--- config.mk ---
export PLATFORM = sky130hd
export DESIGN_NAME = uart_rx
export DESIGN_NICKNAME = d
export VERILOG_FILES = /design/src/rtl/uart_rx.sv
export SDC_FILE = /design/constraint.sdc
export NUM_CORES = 1
export LEC_CHECK = 0
export BUFFER_PORTS_ARGS = -buffer_cell sky130_fd_sc_hd__buf_2
export CAP_MARGIN = 20
export CORE_UTILIZATION = 25
export DETAILED_ROUTE_END_ITERATION = 8
export MAX_ROUTING_LAYER = met4
export PLACE_DENSITY = 0.51
export SYNTH_ARGS = -nofsm -noshare
export SYNTH_HDL_FRONTEND = slang
export SYNTH_SLANG_ARGS = --single-unit
export TNS_END_PERCENT = 30
--- constraint.sdc ---
create_clock -name clk -period 2.4 [get_ports clk]
set_input_delay 0.12 -clock clk [delete_from_list [all_inputs] [get_ports clk]]
set_output_delay 0.12 -clock clk [all_outputs]
set_load 0.02 [all_outputs]
--- src/rtl/uart_rx.sv ---
// ---------------------------------------------------------------------------
// uart_rx -- 8N1 UART receiver.
//
// Oversamples the asynchronous serial line at the system clock, rebuilds each
// byte LSB-first and holds it in a one-entry output register until the
// consumer accepts it. Framing errors and overruns are reported as one-cycle
// pulses.
//
// Parameters:
//   clk_per_bit  clock cycles per serial bit (>= 4), must match the sender.
//
// Ports:
//   clk        in   system clock, rising edge
//   reset      in   synchronous, active-high reset
//   rx         in   asynchronous serial line, idles high
//   rx_data    out  received byte, valid while rx_valid=1
//   rx_valid   out  byte available, held until accepted
//   rx_ready   in   consumer accepts when rx_valid && rx_ready at a clock edge
//   frame_err  out  one-cycle pulse: stop bit sampled low
//   overrun    out  one-cycle pulse: byte completed while register still full
//   dbg_state  out  receiver state (0 IDLE, 1 START, 2 DATA, 3 STOP, 4 BREAK)
//
// Handshake: rx_valid/rx_data form a valid/ready source. Once rx_valid rises,
// rx_valid stays high and rx_data stays constant until an edge where
// rx_ready=1; rx_valid then falls on that edge unless a new byte loads on the
// same edge. rx_ready has no effect while rx_valid=0.
// ---------------------------------------------------------------------------
module uart_rx #(
  parameter int clk_per_bit = 87
) (
  input  logic       clk,
  input  logic       reset,
  input  logic       rx,
  output logic [7:0] rx_data,
  output logic       rx_valid,
  input  logic       rx_ready,
  output logic       frame_err,
  output logic       overrun,
  output logic [2:0] dbg_state
);

  // Counter compare points: end of a full bit, and end of the half-bit wait
  // that moves the sampling point to the middle of the start bit.
  localparam logic [15:0] LAST_CNT  = 16'(clk_per_bit - 1);
  localparam logic [15:0] HALF_LAST = 16'((clk_per_bit / 2) - 1);

  typedef enum logic [2:0] {
    S_IDLE  = 3'd0,
    S_START = 3'd1,
    S_DATA  = 3'd2,
    S_STOP  = 3'd3,
    S_BREAK = 3'd4
  } state_e;

  logic        rx_meta_q;
  logic        rx_s_q;
  state_e      state_q;
  logic [15:0] cnt_q;
  logic [2:0]  bit_idx_q;
  logic [7:0]  shift_q;
  logic [7:0]  data_q;
  logic        valid_q;
  logic        frame_err_q;
  logic        overrun_q;

  // Two-flop synchronizer; resets to the idle (high) line level so a reset
  // never looks like a start bit.
  always_ff @(posedge clk) begin
    if (reset) begin
      rx_meta_q <= 1'b1;
      rx_s_q    <= 1'b1;
    end else begin
      rx_meta_q <= rx;
      rx_s_q    <= rx_meta_q;
    end
  end

  always_ff @(posedge clk) begin
    if (reset) begin
      state_q     <= S_IDLE;
      cnt_q       <= '0;
      bit_idx_q   <= '0;
      shift_q     <= '0;
      data_q      <= '0;
      valid_q     <= 1'b0;
      frame_err_q <= 1'b0;
      overrun_q   <= 1'b0;
    end else begin
      frame_err_q <= 1'b0;
      overrun_q   <= 1'b0;

      // Acceptance; a delivery later in this block on the same edge wins.
      if (valid_q && rx_ready) begin
        valid_q <= 1'b0;
      end

      case (state_q)
        S_IDLE: begin
          cnt_q <= '0;
          if (!rx_s_q) begin
            state_q <= S_START;
          end
        end

        S_START: begin
          if (cnt_q == HALF_LAST) begin
            cnt_q     <= '0;
            bit_idx_q <= '0;
            // A line already back high mid-start-bit is a glitch.
            state_q   <= rx_s_q ? S_IDLE : S_DATA;
          end else begin
            cnt_q <= cnt_q + 16'd1;
          end
        end

        S_DATA: begin
          if (cnt_q == LAST_CNT) begin
            cnt_q              <= '0;
            shift_q[bit_idx_q] <= rx_s_q;
            bit_idx_q          <= bit_idx_q + 3'd1;
            if (bit_idx_q == 3'd7) begin
              state_q <= S_STOP;
            end
          end else begin
            cnt_q <= cnt_q + 16'd1;
          end
        end

        S_STOP: begin
          if (cnt_q == LAST_CNT) begin
            cnt_q <= '0;
            if (rx_s_q) begin
              // Back to IDLE mid-stop-bit; the line is high so no false start.
              state_q <= S_IDLE;
              if (!valid_q || rx_ready) begin
                data_q  <= shift_q;
                valid_q <= 1'b1;
              end else begin
                overrun_q <= 1'b1;
              end
            end else begin
              frame_err_q <= 1'b1;
              state_q     <= S_BREAK;
            end
          end else begin
            cnt_q <= cnt_q + 16'd1;
          end
        end

        S_BREAK: begin
          // Held-low line or break: wait for idle without re-flagging.
          if (rx_s_q) begin
            state_q <= S_IDLE;
          end
        end

        default: begin
          state_q <= S_IDLE;
        end
      endcase
    end
  end

  assign rx_data   = data_q;
  assign rx_valid  = valid_q;
  assign frame_err = frame_err_q;
  assign overrun   = overrun_q;
  assign dbg_state = state_q;

endmodule

Yosys cells after proc, flatten, opt, wreduce, memory -nomap -nowiden
Cells that the tools add are included.
- logic and storage cells: 69
- register bits: 43
- output and inout bits: 14
- reduce and logical (&&, ||, !) cells: 14
- add/subtract/negate cells: 2
- eq/ne operators: 13
- bitwise gates (word level): 3
- $lt $le $gt $ge: 2
- muxes and demuxes: 25
- operators with widths (operator ; number):
    one-hot mux 16 bit (3 select lines) ; 1
    two-way mux 16 bit ; 2
    two-way mux 3 bit ; 9
    adder 16 x 1 -> 16 bit (second input constant) ; 1
    equality test 16 x 6 -> 1 bit (second input constant) ; 1
    equality test 16 x 7 -> 1 bit (second input constant) ; 1
    one-hot mux 3 bit (5 select lines) ; 1
    != test 2 bit (second input constant) ; 6
    bitwise mux 8 bit ; 1
    two-way mux 1 bit ; 8
    equality test 3 x 2 -> 1 bit (second input constant) ; 2
    equality test 3 bit (second input constant) ; 2
    one-hot mux 3 bit (2 select lines) ; 1
    AND reduction 6 bit ; 1
    < comparator 3 x 4 -> 1 bit (second input constant) ; 1
    AND reduction 4 bit ; 1
    OR reduction 4 bit ; 1
    adder 3 x 1 -> 3 bit (second input constant) ; 1
    demux 1 bit (select 3 bit) ; 1
    equality test 3 x 1 -> 1 bit (second input constant) ; 1
    greater-or-equal comparator 3 x 1 -> 1 bit (second input constant) ; 1
    zero test 3 bit ; 1
    NOT 1 bit ; 3
    AND reduction 3 bit ; 1
    other kinds (9) ; 10

Logic depth before layout (Yosys ltp)
- depth after elaboration: 6
- gate-level depth with buffers: 8

Worst setup path after synthesis
Ideal clock, no wire load.
- kind: register to register
- from: reg state_q[1] (netlist: dbg_state[1])
- to: reg shift_q[7]
- path slack: 0.293 ns
- stages on the path, launching flop included: 7
- setup time: 0.128 ns
- arrival: 1.980 ns
- cells stage by stage: dfxtp_1 clkbuf_1 nand2b_1 or4b_2 nor4_1 mux2i_1 nor2_1
- cells in the longest elaborated chain, start to end: 2
- ends and longest elaborated chain (element ; RTL line ; source):
    start: declaration ; 57 ; state_e state_q;
    start signal: assignment ; 110 ; state_q <= rx_s_q ? S_IDLE : S_DATA;
    equality test 3 x 2 -> 1 bit ; 97 ; case (state_q)
    AND reduction 2 bit (no line) ; n/a ;
    end signal: indexed assignment ; 119 ; shift_q[bit_idx_q] <= rx_s_q;
    end: declaration ; 60 ; logic [7:0] shift_q;
Every way passes these cells.
A chain may end at the register's enable or synchronous reset.

Final worst setup path
- from: reg cnt_q[1]
- to: reg state_q[0] (netlist: dbg_state[0])
- cells in the longest elaborated chain, start to end: 3
- elaborated cells between the ends (all ways): 6
- those cells by class: eq/ne (5); reduce/logical (1)
- ends and longest elaborated chain (element ; RTL line ; source):
    start: declaration ; 58 ; logic [15:0] cnt_q;
    start signal: assignment ; 112 ; cnt_q <= cnt_q + 16'd1;
    start signal: assignment ; 125 ; cnt_q <= cnt_q + 16'd1;
    start signal: assignment ; 146 ; cnt_q <= cnt_q + 16'd1;
    equality test 16 x 7 -> 1 bit / equality test 16 x 6 -> 1 bit (equally long branches) ; 117, 130, 106 ;
    != test 2 bit (no line) ; n/a ;
    AND reduction 6 bit (no line) (*) ; n/a ;
Every way passes the cells marked *; elsewhere a longest branch is shown, timed or not.

==> impl_metrics.py <==
metrics = {
    "cts": {
        "clk_pin_slew_worst_paths_ns": 0.08,
        "cts_root_buf": "clkbuf_8",
        "cts_tree": "done",
        "cts_max_level": 2,
        "clock_latency_ns": 0.30,
        "cts_buffer_depth": 2,
        "cts_made_buffers": 5,
        "cts_sinks": 43,
    },
    "setup_path": {
        "critPathRequiredTime_ns": 2.63,
        "cp-startpoint": "cnt_q[1]$_SDFFE_PP0P_",
        "r2r_end": "dbg_state[0]$_SDFFE_PP0P_",
        "critPathCaptureType": "flop",
        "r2r_cells": 7,
        "arrival_ns": 2.45,
        "r2r_slack_ns": 0.18,
        "timing.rr.start": "cnt_q[1]$_SDFFE_PP0P_",
        "cp-start-kind": "flop",
        "path_class": "reg -> reg",
        "path_max_fanout": 5,
    },
    "drt": {
        "ant_nets": 0,
        "avgViaCountPerCell": 4.901,
        "wl_per_cell_um": 13.00,
        "drc": 0,
        "totalWireLength_mm": 4.992,
        "drtIter0Drc": 94,
        "vias": 1882,
        "first_pass_iters": 4,
    },
    "status": {
        "status": "finished, final reports clean",
    },
    "logic_synthesis": {
        "synth.distinct_cells": 46,
        "ys_async_sr_fraction_pct": 0,
        "syn_nets": 262,
        "ys_ff_latch": 43,
        "postSynthCellCount": 254,
        "syn_area_per_cell_um2": 8.517,
        "ys_top_cells_by_area": "dfxtp_1 40%, mux2i_1 6.5%, nor2_1 6.1%",
        "synth_top_flop_cell": "dfxtp_1",
        "yosysWarnings": 0,
        "synth_edf_count": 0,
        "synth_top_area_share_pct": 39.79,
        "yosysSeqAreaShare_pct": 39.79,
        "synth_top_area_cell": "dfxtp_1",
        "syn-cell-area_um2": 2163,
    },
    "power": {
        "power_frac_comb_pct": 3.4,
        "ir_worst_vdd_mv": 0.1646,
        "power_frac_seq_pct": 54.7,
        "p_sw_share_pct": 21.31,
        "power_density_nw_per_um2": 518.4,
        "switchingPower_mw": 0.2809,
        "power_frac_clock_pct": 41.9,
        "internal_power_mw": 1.037,
        "total_leakage_power_nw": 0.9746,
    },
    "die": {
        "core_um2": 8299,
        "die_w_um": 95.03,
        "die-area_um2": 9030,
        "rows": 33,
        "start_util_pct": 26.07,
        "die_height_um": 95.03,
        "io_pins": 18,
    },
    "final_layout": {
        "drive_gt1_share_pct": 18.64,
        "mostFrequentLayoutCell": "dfxtp_1",
        "fillers": 894,
        "diodes": 0,
        "layout_common_cells": "43 x dfxtp_1, 35 x nor2_1, 20 x nand2_1",
        "fin_nets": 287,
        "stdcell_count": 384,
        "area_growth_pct": 17.52,
    },
    "placement": {
        "portBuffers": 17,
        "dp_cells": 376,
        "place_congestion": 0.7645,
        "dpl.hpwl_mm": 3.546,
    },
    "global_route": {
        "grt_pass1_vias": 1824,
        "grt_pass1_wl_mm": 8.418,
        "grt_max_degree": 38,
        "grt_use_total_pct": 12.24,
        "overflow": 0,
        "antenna_found_initial": 0,
    },
    "timing": {
        "rsz0062_at_grt": "false",
        "hold_viol": 0,
        "worstMarginPinSlew_ns": 0.7803,
        "fin_crit_sh_pct": 92.54,
        "clock_skew_ns": 0.005610,
        "relSlewSlack_pct": 47.79,
        "setup_viol_count_final": 0,
        "fin_tns_setup_ns": 0,
        "fmax_mhz": 450.3,
        "drv_slew": 0,
        "finalCriticalPeriod_ns": 2.221,
    },
    "worst_hold_path": {
        "hp-class": "in -> reg",
        "worstHoldStart": "rx_ready",
        "min_to": "overrun$_SDFF_PP0_",
        "whs_path_depth": 3,
    },
    "run": {
        "maxCapViolCount": 0,
    },
}
[final cells by class]
cell class,count,area (um^2),share of cell area [%]
timing repair buffer,33,207.7,8.169
clock inverter,1,30.03,1.181
clock buffer,6,72.57,2.854
sequential,43,860.8,33.86
inverter,4,15.01,0.5906
tap,105,131.4,5.167
multi-input combinational,192,1225,48.18
[synthesized netlist by cell type (all sizes together) (2+ instances only)]
cell	n
and2	4
nand3	9
buf	3
nand4	14
nor4b	2
xnor2	3
inv	4
dfxtp	43
clkbuf	12
xor2	5
nor3	8
nand2	20
mux2i	14
o211ai	4
o21ai	7
a21oi	14
or2	3
nor2b	6
o22ai	4
nor4	6
ha	4
nor2	35
or4	6
o31ai	2
and4	3
nand2b	7
[power by group through the flow]
stage / clock network, mW / logic, mW / registers [mW]
6_report: 0.553 / 0.0446 / 0.721
5_1_grt: 0.602 / 0.0496 / 0.722
4_1_cts: 0.576 / 0.0448 / 0.721
3_5_place_dp: 0 / 0.0433 / 0.738
3_3_place_gp: 0 / 0.0438 / 0.738
2_1_floorplan: 0 / 0.0306 / 0.737
[how the worst max path moves through the flow]
stage | endpoint | slack, ns | cells past startpoint
floorplan | shift_q[7]$_SDFFE_PP0P_ | 0.29 | 6
global placement | rx_data[2]$_SDFFE_PP0P_ | 0.23 | 5
detailed placement | rx_data[5]$_SDFFE_PP0P_ | 0.18 | 6
CTS | rx_data[0]$_SDFFE_PP0P_ | 0.16 | 6
global route | rx_data[7]$_SDFFE_PP0P_ | 0.0009 | 6
finish | dbg_state[0]$_SDFFE_PP0P_ | 0.18 | 7
[critical path: stages, from the launching register on]
cell	delay, ns
dfxtp_1	0.41
ha_1	0.18
or4bb_1	0.52
nor4_4	0.25
buf_4	0.19
a21boi_1	0.05
or4_1	0.40
a21oi_1	0.15
[registers in the layout (all words and copies together) (netlist names), 3 cells and up]
signal     flops
bit_idx_q      3
cnt_q         16
dbg_state      3
rx_data        8
shift_q        8
[through the flow]
step / utilization (%) / power [mW] / cell area, um^2 / hold WS [ns] / worst slack (ns)
final: 30.63 / 1.318 / 2542 / 0.1361 / 0.1791
after CTS: 30.63 / 1.341 / 2542 / 0.1261 / 0.1582
after detailed placement: 29.28 / 0.7810 / 2430 / 0.3102 / 0.1754
after global placement: 29.28 / 0.7813 / 2430 / 0.3124 / 0.2323
after global routing: 30.63 / 1.374 / 2542 / 0.1460 / 0.0008684
after floorplan: - / 0.7674 / 2163 / 0.2238 / 0.2927
[cells by family after synthesis]
| kind of cell | after synthesis | synth area share, % |
|---|---|---|
| adder cells (fa/ha/maj) | 4 | 2.314 |
| AND/OR/NAND/NOR | 129 | 33.95 |
| flip-flops | 43 | 39.79 |
| AO/OA/AOI/OAI | 37 | 10.64 |
| buffers and inverters | 19 | 3.586 |
| multiplexers | 14 | 6.478 |
| XOR/XNOR | 8 | 3.239 |
[layer usage]
layer | vias to the layer above | GRT usage, % | wire [um]
met1 | 887 | 15.70 | 2580
met3 | 8 | 1.754 | 115
met4 | 0 | 5.429 | 66
met2 | 28 | 19.06 | 2228
met5 | - | - | 0
li1 | 959 | - | -
[timing repair]
item	in CTS	in global routing
hold buffers	1	0
gates resized for setup	0	0
buffers inserted	0	0
endpoints found under the hold margin	1	0
(Power assumes the default switching activity.)
